**src/rtl/game_state_controller_if.sv**
```systemverilog
// Switch/collision inputs and status outputs shared between the game-flow
// controller and the rest of the Frogger top level.
interface game_state_controller_if #(
    parameter int unsigned NUM_LIVES = 3,
    parameter int unsigned LEVEL_W   = 4
);
    logic                 i_Start;
    logic                 i_Pause;
    logic                 i_Collision;
    logic                 i_Level_Up;
    logic [2:0]           o_State;
    logic                 o_Game_Active;
    logic                 o_Paused;
    logic [NUM_LIVES-1:0] o_Lives;
    logic [LEVEL_W-1:0]   o_Level;
    logic                 o_Life_Lost;
    logic                 o_Respawn;
    logic                 o_Game_Over;
    logic                 o_Win;

    modport slave (
        input  i_Start, i_Pause, i_Collision, i_Level_Up,
        output o_State, o_Game_Active, o_Paused, o_Lives, o_Level,
               o_Life_Lost, o_Respawn, o_Game_Over, o_Win
    );

    modport master (
        output i_Start, i_Pause, i_Collision, i_Level_Up,
        input  o_State, o_Game_Active, o_Paused, o_Lives, o_Level,
               o_Life_Lost, o_Respawn, o_Game_Over, o_Win
    );
endinterface

```
**src/rtl/game_state_controller.sv**
```systemverilog
// Frogger session FSM: lives, levels, timed respawn freeze, game-over hold,
// pause and win handling.
module game_state_controller #(
    parameter int unsigned NUM_LIVES     = 3,
    parameter int unsigned NUM_LEVELS    = 10,
    parameter int unsigned LEVEL_W       = $clog2(NUM_LEVELS + 1),
    parameter int unsigned RESPAWN_TICKS = 25000000,
    parameter int unsigned OVER_TICKS    = 50000000,
    parameter int unsigned TIMER_W       = 26
) (
    input  logic                    i_Clk,
    input  logic                    i_Rst_L,
    game_state_controller_if.slave  bus
);

    typedef enum logic [2:0] {
        S_IDLE      = 3'd0,
        S_RUNNING   = 3'd1,
        S_RESPAWN   = 3'd2,
        S_GAME_OVER = 3'd3,
        S_WIN       = 3'd4
    } state_e;

    state_e               state_q, state_d;
    logic [NUM_LIVES-1:0] lives_q, lives_d;
    logic [LEVEL_W-1:0]   level_q, level_d;
    logic [TIMER_W-1:0]   timer_q, timer_d;
    logic                 start_prev_q, start_prev_d;
    logic                 coll_prev_q, coll_prev_d;
    logic                 life_lost_q, life_lost_d;
    logic                 respawn_q, respawn_d;

    logic                 start_edge;
    logic                 coll_edge;
    logic [LEVEL_W-1:0]   level_inc;

    assign start_edge = bus.i_Start & ~start_prev_q;
    assign coll_edge  = bus.i_Collision & ~coll_prev_q;
    assign level_inc  = level_q + LEVEL_W'(1);

    always_comb begin
        state_d      = state_q;
        lives_d      = lives_q;
        level_d      = level_q;
        timer_d      = timer_q;
        start_prev_d = bus.i_Start;
        coll_prev_d  = bus.i_Collision;
        life_lost_d  = 1'b0;
        respawn_d    = 1'b0;

        case (state_q)
            S_IDLE: begin
                if (start_edge) begin
                    lives_d = '1;
                    level_d = '0;
                    state_d = S_RUNNING;
                end
            end

            S_RUNNING: begin
                // Collision takes priority; a simultaneous level-up is dropped.
                if (!bus.i_Pause) begin
                    if (coll_edge) begin
                        lives_d     = lives_q >> 1;
                        life_lost_d = 1'b1;
                        if (lives_q == NUM_LIVES'(1)) begin
                            state_d = S_GAME_OVER;
                            timer_d = TIMER_W'(OVER_TICKS - 1);
                        end else begin
                            state_d = S_RESPAWN;
                            timer_d = TIMER_W'(RESPAWN_TICKS - 1);
                        end
                    end else if (bus.i_Level_Up && (level_q < LEVEL_W'(NUM_LEVELS))) begin
                        level_d = level_inc;
                        if (level_inc == LEVEL_W'(NUM_LEVELS)) begin
                            state_d = S_WIN;
                        end
                    end
                end
            end

            S_RESPAWN: begin
                if (timer_q == '0) begin
                    respawn_d = 1'b1;
                    state_d   = S_RUNNING;
                end else begin
                    timer_d = timer_q - TIMER_W'(1);
                end
            end

            S_GAME_OVER: begin
                lives_d = '0;
                if (timer_q == '0) begin
                    state_d = S_IDLE;
                end else begin
                    timer_d = timer_q - TIMER_W'(1);
                end
            end

            S_WIN: begin
                if (start_edge) begin
                    state_d = S_IDLE;
                end
            end

            default: begin
                state_d = S_IDLE;
            end
        endcase
    end

    // start_prev resets high so switches held through reset cannot start a game.
    always_ff @(posedge i_Clk or negedge i_Rst_L) begin
        if (!i_Rst_L) begin
            state_q      <= S_IDLE;
            lives_q      <= '1;
            level_q      <= '0;
            timer_q      <= '0;
            start_prev_q <= 1'b1;
            coll_prev_q  <= 1'b0;
            life_lost_q  <= 1'b0;
            respawn_q    <= 1'b0;
        end else begin
            state_q      <= state_d;
            lives_q      <= lives_d;
            level_q      <= level_d;
            timer_q      <= timer_d;
            start_prev_q <= start_prev_d;
            coll_prev_q  <= coll_prev_d;
            life_lost_q  <= life_lost_d;
            respawn_q    <= respawn_d;
        end
    end

    assign bus.o_State       = state_q;
    assign bus.o_Game_Active = (state_q == S_RUNNING) & ~bus.i_Pause;
    assign bus.o_Paused      = (state_q == S_RUNNING) & bus.i_Pause;
    assign bus.o_Lives       = lives_q;
    assign bus.o_Level       = level_q;
    assign bus.o_Life_Lost   = life_lost_q;
    assign bus.o_Respawn     = respawn_q;
    assign bus.o_Game_Over   = (state_q == S_GAME_OVER);
    assign bus.o_Win         = (state_q == S_WIN);

endmodule

```
**src/flat_wrapper.sv**
```systemverilog
// flat-port wrapper written by rule: the top's interface ports become plain ports
module game_state_controller_flat 
#(
    parameter int unsigned NUM_LIVES     = 3,
    parameter int unsigned NUM_LEVELS    = 10,
    parameter int unsigned LEVEL_W       = $clog2(NUM_LEVELS + 1),
    parameter int unsigned RESPAWN_TICKS = 25000000,
    parameter int unsigned OVER_TICKS    = 50000000,
    parameter int unsigned TIMER_W       = 26
)
  (i_Clk, i_Rst_L, bus_i_Start, bus_i_Pause, bus_i_Collision, bus_i_Level_Up, bus_o_State, bus_o_Game_Active, bus_o_Paused, bus_o_Lives, bus_o_Level, bus_o_Life_Lost, bus_o_Respawn, bus_o_Game_Over, bus_o_Win);
  game_state_controller_if #(.NUM_LIVES(NUM_LIVES), .LEVEL_W(LEVEL_W)) bus_i ();
  input  logic i_Clk;
  input  logic i_Rst_L;
  input wire logic [$bits(bus_i.i_Start)-1:0] bus_i_Start;
  input wire logic [$bits(bus_i.i_Pause)-1:0] bus_i_Pause;
  input wire logic [$bits(bus_i.i_Collision)-1:0] bus_i_Collision;
  input wire logic [$bits(bus_i.i_Level_Up)-1:0] bus_i_Level_Up;
  output wire logic [$bits(bus_i.o_State)-1:0] bus_o_State;
  output wire logic [$bits(bus_i.o_Game_Active)-1:0] bus_o_Game_Active;
  output wire logic [$bits(bus_i.o_Paused)-1:0] bus_o_Paused;
  output wire logic [$bits(bus_i.o_Lives)-1:0] bus_o_Lives;
  output wire logic [$bits(bus_i.o_Level)-1:0] bus_o_Level;
  output wire logic [$bits(bus_i.o_Life_Lost)-1:0] bus_o_Life_Lost;
  output wire logic [$bits(bus_i.o_Respawn)-1:0] bus_o_Respawn;
  output wire logic [$bits(bus_i.o_Game_Over)-1:0] bus_o_Game_Over;
  output wire logic [$bits(bus_i.o_Win)-1:0] bus_o_Win;
  assign bus_i.i_Start = bus_i_Start;
  assign bus_i.i_Pause = bus_i_Pause;
  assign bus_i.i_Collision = bus_i_Collision;
  assign bus_i.i_Level_Up = bus_i_Level_Up;
  assign bus_o_State = bus_i.o_State;
  assign bus_o_Game_Active = bus_i.o_Game_Active;
  assign bus_o_Paused = bus_i.o_Paused;
  assign bus_o_Lives = bus_i.o_Lives;
  assign bus_o_Level = bus_i.o_Level;
  assign bus_o_Life_Lost = bus_i.o_Life_Lost;
  assign bus_o_Respawn = bus_i.o_Respawn;
  assign bus_o_Game_Over = bus_i.o_Game_Over;
  assign bus_o_Win = bus_i.o_Win;
  game_state_controller #(.NUM_LIVES(NUM_LIVES), .NUM_LEVELS(NUM_LEVELS), .LEVEL_W(LEVEL_W), .RESPAWN_TICKS(RESPAWN_TICKS), .OVER_TICKS(OVER_TICKS), .TIMER_W(TIMER_W)) u_core (.i_Clk(i_Clk), .i_Rst_L(i_Rst_L), .bus(bus_i));
endmodule
```
**config.mk**
```make
export PLATFORM = sky130hd
export DESIGN_NAME = game_state_controller_flat
export DESIGN_NICKNAME = d
export VERILOG_FILES = /design/src/rtl/game_state_controller_if.sv /design/src/rtl/game_state_controller.sv /design/src/flat_wrapper.sv
export SDC_FILE = /design/constraint.sdc
export NUM_CORES = 1
export LEC_CHECK = 0
export BUFFER_PORTS_ARGS = -buffer_cell sky130_fd_sc_hd__buf_2
export CAP_MARGIN = 20
export CORE_MARGIN = 2
export CORE_UTILIZATION = 59
export DETAILED_ROUTE_END_ITERATION = 10
export GPL_TIMING_DRIVEN = 1
export PLACE_DENSITY = 0.75
export SLEW_MARGIN = 20
export SYNTH_ARGS = -nofsm -noshare
export SYNTH_HDL_FRONTEND = slang
export SYNTH_SLANG_ARGS = --single-unit
export TNS_END_PERCENT = 100
```
**constraint.sdc**
```tcl
create_clock -name i_Clk -period 2.8 [get_ports i_Clk]
set_input_delay 0.14 -clock i_Clk [delete_from_list [all_inputs] [get_ports i_Clk]]
set_output_delay 0.14 -clock i_Clk [all_outputs]
set_load 0.05 [all_outputs]
```
== Word level (Yosys, flattened, before mapping) ==
Index checks and enable logic that the tools add are counted.

* Bits of input ports: 6
* Output and inout bits: 16
* Register bits after elaboration: 40
* Logic and storage cells: 75

* Bitwise logic cells: 7
* $lt $le $gt $ge: 1
* Add/sub/neg operators: 2
* Reduce and logical (&&, ||, !) cells: 11
* Muxes and demuxes: 29
* Equal/unequal tests: 17

{| class="wikitable"
|+ Operators by type and width
! cell !! count
|-
| 2-to-1 mux 26 bit || 4
|-
| one-hot mux 26 bit (2 select lines) || 1
|-
| 2-to-1 mux 3 bit || 11
|-
| logical NOT 26 bit || 1
|-
| subtractor 26 x 1 -> 26 bit (second input constant) || 1
|-
| 2-to-1 mux 4 bit || 4
|-
| one-hot mux 3 bit (5 select lines) || 1
|-
| != test 2 x 1 -> 1 bit (second input constant) || 6
|-
| one-hot mux 3 bit (3 select lines) || 1
|-
| one-hot mux 4 bit (2 select lines) || 1
|-
| AND reduction 4 bit || 2
|-
| AND reduction 7 bit || 1
|-
| == test 3 x 1 -> 1 bit (second input constant) || 2
|-
| == test 3 x 2 -> 1 bit (second input constant) || 2
|-
| 2-to-1 mux 1 bit || 6
|-
| != test 2 bit (second input constant) || 3
|-
| != test 3 x 1 -> 1 bit (second input constant) || 2
|-
| AND reduction 5 bit || 1
|-
| adder 4 x 1 -> 4 bit (second input constant) || 1
|-
| bitwise AND 1 bit || 4
|-
| == test 4 bit (second input constant) || 1
|-
| less-than comparator 4 bit (second input constant) || 1
|-
| nonzero test 2 bit || 2
|-
| == test 3 bit (second input constant) || 1
|-
| other kinds (5) || 7
|}

== Depth between registers and ports, before layout ==
Gate-level depths: netlist of run 1.

* Depth in word-level cells: 7
* Gate-level depth with buffers: 10
* Gate-level depth less buffers: 8

== Worst setup path before layout of run 1 ==
OpenSTA, ideal clock, no wires.

* Kind: register to register
* From: register u_core.state_q[0] (netlist: u_core.bus.o_State[0])
* To: register u_core.level_q[2] (netlist: u_core.bus.o_Level[2])
* Data required time: 2.714 ns
* Cell stages (with the launch flop): 7
* Library setup time: 0.086 ns
* Path slack: 0.214 ns
* Arrival time: 2.501 ns
* Period minus slack after synthesis: 2.586 ns
* Buffers on the path: 1
* Path through: dfrtp_1 > or3b_2 > clkbuf_1 > nor2_1 > and4_1 > nand2_1 > o21ai_0

* Word-level cells in the longest chain between the ends: 3
* Elaborated cells between the ends (all ways): 9
* Classes of those cells: 5 x eq/ne; 1 x mux; 3 x reduce/logical

{| class="wikitable"
|+ Ends and longest elaborated chain
! element !! line !! RTL
|-
| start, declared || game_state_controller.sv:24 || <nowiki>state_e state_q, state_d;</nowiki>
|-
| start signal, assigned || game_state_controller.sv:124 || <nowiki>state_q <= state_d;</nowiki>
|-
| == test 3 x 1 -> 1 bit or logical NOT 3 bit (tied branches) || game_state_controller.sv:51 || <nowiki>case (state_q)</nowiki>
|-
| != test 2 bit (no source line) (tied with other cells) || - ||
|-
| AND reduction 5 bit (no source line) || - ||
|-
| end signal, assigned || game_state_controller.sv:126 || <nowiki>level_q <= level_d;</nowiki>
|-
| end, declared || game_state_controller.sv:26 || <nowiki>logic [LEVEL_W-1:0] level_q, level_d;</nowiki>
|}

Several ways; a longest one is shown, not always the timed one.
A chain may end at the register's enable or synchronous reset.

== Worst setup path in the final report of run 1 ==
* From: register u_core.timer_q[15]
* To: register u_core.state_q[2] (netlist: u_core.bus.o_State[2])

* Word-level cells in the longest chain between the ends: 3
* Elaborated cells between the ends (all ways): 4
* Classes of those cells: 2 x eq/ne; 2 x reduce/logical

{| class="wikitable"
|+ Ends and longest elaborated chain
! element !! line !! RTL
|-
| start, declared || game_state_controller.sv:27 || <nowiki>logic [TIMER_W-1:0] timer_q, timer_d;</nowiki>
|-
| start signal, assigned || game_state_controller.sv:127 || <nowiki>timer_q <= timer_d;</nowiki>
|-
| logical NOT 26 bit (*) || game_state_controller.sv:83, game_state_controller.sv:93 ||
|-
| != test 2 x 1 -> 1 bit (no source line) || - ||
|-
| AND reduction 7 bit (no source line) (*) || - ||
|}

Mark *: on every way between the ends. The rest lies on a longest branch, timed or not.

==> results.json, run 1 <==
{
  "fp.coreArea_sq_um": 3690,
  "place_hpwl_mm": 3.66,
  "num_vias": 2094,
  "clkLatencyLatePin_ns": 0.30,
  "total_power_mw": 2.62,
  "synth_common_cells": "36 x dfrtp_1, 21 x o21ai_0, 20 x nand2_1, 20 x nor2_1, 17 x a21oi_1",
  "crit_path_end_kind": "flop",
  "critPathRequiredTime_ns": 2.98,
  "synth_edf_count": 0,
  "yosysWarningCount": 0,
  "synth_area_per_cell_sq_um": 9.12,
  "path_class": "flop to flop",
  "grt_pass1_wl_mm": 8.66,
  "drcViolationCount": 0,
  "yosysTopAreaCell": "dfrtp_1",
  "antenna_found_initial": 0,
  "fillers": 294,
  "worstHoldStart": "bus_i_Level_Up",
  "diodes": 0,
  "pin_count": 22,
  "power_density_nw_per_um2": 1000,
  "ctsRootBufferMaster": "clkbuf_8",
  "period_needed_ns": 2.56,
  "wl_mm": 5.37,
  "nNetsFinal": 287,
  "finalSetupViolCount": 0,
  "grt-ovfl-total": 0,
  "cts_buffers": 5,
  "startpoint_type": "flop",
  "synthArstFlopShare_pct": 100,
  "relSlewSlack_pct": 42.2,
  "grt_max_degree": 41,
  "track_usage_pct": 26.2,
  "crit_buf_inv": 0,
  "path_common_cell": "a21oi_1",
  "clock_path_buffers": 2,
  "tritoncts": "done",
  "drive_gt1_share_pct": 20.1,
  "clk_pin_slew_ns": 0.08,
  "drtAntennaViolNets": 0,
  "skew_ns": 0.0102,
  "hold_violations": 0,
  "syn_nets": 260,
  "die_h_microns": 66.3,
  "synth.most_common_cell": "dfrtp_1",
  "synth_top_area_share_pct": 39.3,
  "setup_tns_ns": 0,
  "first_global_vias": 1863,
  "start_util_pct": 62.1,
  "synth_top_flop_cell": "dfrtp_1",
  "p_leak_nw": 1.08,
  "postSynthCellCount": 251,
  "die-area_sq_um": 4400,
  "syn_area_sq_um": 2290,
  "synth_area_leaders": "dfrtp_1 39%, dfstp_2 4.6%, o21ai_0 4.6%",
  "max_stage_delay_ns": 0.63,
  "crit_family": "simple AND/OR/NAND/NOR gates",
  "numPortBuffers": 21,
  "drtIter0Drc": 226,
  "worstSetupStartpoint": "u_core.timer_q[15]",
  "timing.final.max_slew_violations": 0,
  "synth-seq-area-share_pct": 43.9,
  "vias_per_cell": 6.40,
  "wl_per_cell_microns": 16.4,
  "finalCritPeriodShare_pct": 91.3,
  "r2r-start": "u_core.timer_q[15]",
  "cap_violations": 0,
  "r2r_setup_slack_ns": 0.24,
  "outcome": "finished, final reports clean",
  "cts_sinks": 40,
  "rsz0062_at_grt": "false",
  "crit_fanout": 5,
  "synth_cell_types": 54,
  "worstPathArrival_ns": 2.74,
  "routabilityCongestion": 0.966,
  "die_x_microns": 66.3,
  "slowest_stage": "or4_1",
  "crit_chain": "or4_1, nor4_1, a21oi_1, a21oi_1, mux2_2",
  "min_path_type": "input pin to flop",
  "drt-pass1-iter-count": 5,
  "row_count": 22,
  "area_growth_pct": 14.4,
  "fmax_mhz": 391,
  "ys_ff_latch": 40,
  "h-tree-depth": 2,
  "tightest_slew_ns": 0.867,
  "ir_drop_mv": 0.548
}
registers in the layout (all words and copies together) (netlist names):
register	flops
u_core.timer_q	26
u_core.start_prev_q	1
u_core.bus.o_State	3
u_core.bus.o_Level	4
u_core.bus.o_Lives	3
u_core.coll_prev_q	1
u_core.bus.o_Life_Lost	1
u_core.bus.o_Respawn	1
worst reg2reg max path: cells and delay by family (launching register included):
kind | cells | cell delay (ns)
mux | 1 | 0.36
simple gates | 2 | 1.19
flops | 1 | 0.42
compound gates | 2 | 0.47
layer usage:
| metal | up-vias | share of wire [%] | track usage, % |
|---|---|---|---|
| met5 | - | 0 | 0 |
| li1 | 1004 | - | - |
| met4 | 0 | 2.0 | 10.7 |
| met2 | 65 | 45 | 39.3 |
| met3 | 11 | 4.8 | 4.43 |
| met1 | 1014 | 48 | 37.6 |
report_power, final:
group	switching [mW]	internal [mW]
clock network	0.208	0.315
logic	0.644	0.385
registers	0.273	0.798
total	1.13	1.50
kinds of logic after synthesis:
logic type | after synthesis | synth area share [%]
muxes | 3 | 1.48
adders and majority gates | 3 | 1.64
and+or+nand+nor | 114 | 29.1
DFF | 40 | 43.9
xor gates and xnor gates | 2 | 0.765
AOI/OAI and AO/OA | 71 | 19.8
buffers and inverters | 18 | 3.28
through the flow:
stage | utilization (%) | setup WS (ns) | hold slack [ns] | cell area, sq um | instances
6_report | 71.0 | 0.244 | 0.263 | 2620 | 327
5_1_grt | 71.0 | 0.139 | 0.311 | 2620 | 327
4_1_cts | 71.0 | 0.288 | 0.264 | 2620 | 327
3_5_place_dp | 66.8 | 0.290 | 0.275 | 2460 | 316
3_3_place_gp | 66.8 | 0.322 | 0.263 | 2460 | 316
2_1_floorplan | - | 0.214 | -0.156 | 2290 | 251
timing repair:
action,4_1_cts,5_1_grt
hold buffers,3,0
resized for setup,0,0
setup buffers,0,0
endpoints found under the hold margin,38,0
final cells by class:
class	count	area (sq um)	area share [%]
timing repair buffer	32	195	7.45
tap	48	60.1	2.29
clock inverter	1	30.0	1.15
inverter	6	22.5	0.860
clock buffer	7	96.3	3.68
sequential	40	1010	38.4
multi-input combinational	193	1210	46.2
final timing paths:
path                                    endpoint  depth (start not counted)
hold / removal             u_core.bus.o_Level[2]                          4
min in group asynchronous     u_core.timer_q[17]                          2
setup / recovery           u_core.bus.o_State[2]                          5
hold reg to reg            u_core.bus.o_Lives[0]                          2
max in group asynchronous     u_core.timer_q[15]                          2
setup reg to reg           u_core.bus.o_State[2]                          5
cells in the final DEF (no fill, tap or decap), types with 7 or more instances in the layout:
| cell type | Yosys | routed |
|---|---|---|
| or4_1 | 10 | 10 |
| o21ai_0 | 21 | 21 |
| dfrtp_1 | 36 | 36 |
| buf_4 | 1 | 8 |
| nor2_1 | 20 | 20 |
| a21oi_1 | 17 | 17 |
| nand3_1 | 8 | 8 |
| nand2_1 | 20 | 20 |
| nor3_1 | 10 | 10 |
| clkbuf_8 | 0 | 7 |
| buf_2 | 3 | 21 |
(Power assumes the default switching activity.)
==> inputs of run 2 (changes only) <==
==> constraint.sdc (replaced) <==
create_clock -name i_Clk -period 2.51 [get_ports i_Clk]
set_input_delay 0.1255 -clock i_Clk [delete_from_list [all_inputs] [get_ports i_Clk]]
set_output_delay 0.1255 -clock i_Clk [all_outputs]
set_load 0.05 [all_outputs]
==> run 2 against run 1 <==
Against the previous run:
- register-to-register slack worse by 0.11 ns
- combinational power rose by 23%
- core utilization increased by 2.6 points
- first-iteration DRC count is 51% lower
==> results.json, run 2 (synthesis results as in run 1) <==
{
  "ctsRootBufferMaster": "clkbuf_8",
  "tightest_slew_ns": 0.891,
  "grt-ovfl-total": 0,
  "finalCritPeriodShare_pct": 94.5,
  "path_depth": 5,
  "layout_commonest_cell": "dfrtp_1",
  "stdcell_area_sq_um": 2720,
  "cts_buffers": 5,
  "ir_drop_mv": 0.788,
  "first_global_vias": 1878,
  "drtAntennaViolNets": 0,
  "largest_reg_flops": 26,
  "fp.coreArea_sq_um": 3690,
  "relSlewSlack_pct": 40.6,
  "fin_cells": 340,
  "place_area_sq_um": 2560,
  "numPortBuffers": 21,
  "fin_util_pct": 73.6,
  "grt_pass1_wl_mm": 9.03,
  "worstPathArrival_ns": 2.54,
  "finalSetupViolCount": 0,
  "crit_chain": "or4_1, or4_4, or4_4, o21ai_0, a2bb2oi_1",
  "drcViolationCount": 0,
  "die_h_microns": 66.3,
  "worstSetupStartpoint": "u_core.timer_q[10]",
  "diodes": 0,
  "r2r-start": "u_core.timer_q[10]",
  "crit_family": "simple AND/OR/NAND/NOR gates",
  "crit_buf_inv": 0,
  "clkLatencyLatePin_ns": 0.30,
  "p_leak_nw": 1.13,
  "regMostFlops": "u_core.timer_q",
  "tritoncts": "done",
  "pin_count": 22,
  "power_density_nw_per_um2": 1090,
  "routabilityCongestion": 0.893,
  "cp-endpoint": "u_core.timer_q[23]",
  "num_vias": 2101,
  "path_common_cell": "or4_4",
  "start_util_pct": 62.1,
  "track_usage_pct": 27.5,
  "clk_pin_slew_ns": 0.08,
  "mostFrequentLayoutCells": "36 x dfrtp_1, 21 x o21ai_0, 21 x buf_2, 21 x buf_4, 20 x nand2_1",
  "slowest_stage": "or4_1",
  "clock_path_buffers": 2,
  "rsz0062_at_grt": "false",
  "critPathRequiredTime_ns": 2.68,
  "r2r.worst_path.cells": 5,
  "r2r_setup_slack_ns": 0.14,
  "skew_ns": 0.0132,
  "crit_path_end_kind": "flop",
  "place_hpwl_mm": 3.83,
  "setup_tns_ns": 0,
  "drive_gt1_share_pct": 24.0,
  "drtIter0Drc": 111,
  "wl_mm": 5.47,
  "h-tree-depth": 2,
  "crit_fanout": 5,
  "outcome": "finished, final reports clean",
  "vias_per_cell": 6.18,
  "r2r_end": "u_core.timer_q[23]",
  "placed_cells": 329,
  "fmax_mhz": 422,
  "period_needed_ns": 2.37,
  "row_count": 22,
  "drt-pass1-iter-count": 4,
  "die_x_microns": 66.3,
  "timing.final.max_slew_violations": 0,
  "grt_max_degree": 41,
  "area_growth_pct": 18.6,
  "die-area_sq_um": 4400,
  "cts_sinks": 40,
  "min_path_type": "input pin to flop",
  "antenna_found_initial": 0,
  "total_power_mw": 2.95,
  "max_stage_delay_ns": 0.58,
  "startpoint_type": "flop",
  "path_class": "flop to flop",
  "nNetsFinal": 300,
  "cap_violations": 0,
  "hold_violations": 0,
  "wl_per_cell_microns": 16.1
}
run 2: cell type report:
type	instances	area, sq um
Multi-Input combinational cell	193	1230
Timing Repair Buffer	45	293
Tap cell	48	60.1
Clock inverter	2	35.0
Inverter	6	22.5
Clock buffer	6	72.6
Fill cell	280	973
Sequential cell	40	1010
run 2: metrics by stage:
step	hold slack, ns	setup WS [ns]
floorplan	-0.170	0.145
global placement	0.245	0.209
detailed placement	0.247	0.166
CTS	0.253	0.141
global route	0.286	0.0177
finish	0.256	0.138
run 2: worst min-delay path by stage:
stage                            endpoint            from  cells after the start  slack, ns
floorplan           u_core.bus.o_Level[0]         i_Rst_L                      0      -0.17
global placement      u_core.start_prev_q     bus_i_Start                      1       0.24
detailed placement    u_core.start_prev_q     bus_i_Start                      1       0.25
CTS                 u_core.bus.o_Level[2]  bus_i_Level_Up                      4       0.25
global route        u_core.bus.o_Level[2]  bus_i_Level_Up                      4       0.29
finish              u_core.bus.o_Level[2]  bus_i_Level_Up                      4       0.26
run 2: routing by layer:
layer,track usage [%],vias up,wire length (microns)
met5,0,-,0
met4,9.69,0,91
met3,5.79,7,246
met2,39.6,55,2440
met1,40.5,1014,2690
li1,-,1025,-
run 2: report_power, final:
part	total (mW)	switching (mW)	leakage, nW	internal, mW
Clock	0.523	0.228	0.0552	0.295
Combinational	1.27	0.782	0.612	0.493
Sequential	1.16	0.264	0.465	0.891
Total	2.95	1.27	1.13	1.68
run 2: tightest hold or removal path, delay by kind of cell:
family / cells / cell delay, ns
AND/OR/NAND/NOR: 2 / 0.21
AO/OA/AOI/OAI: 1 / 0.07
buffers and inverters: 1 / 0.11
run 2: what timing repair did:
| action | CTS | global route |
|---|---|---|
| setup buffers | 0 | 0 |
| hold buffers | 3 | 0 |
| endpoints found under the setup margin | 0 | 3 |
| resized for setup | 0 | 2 |
| hold endpoints to repair | 38 | 0 |
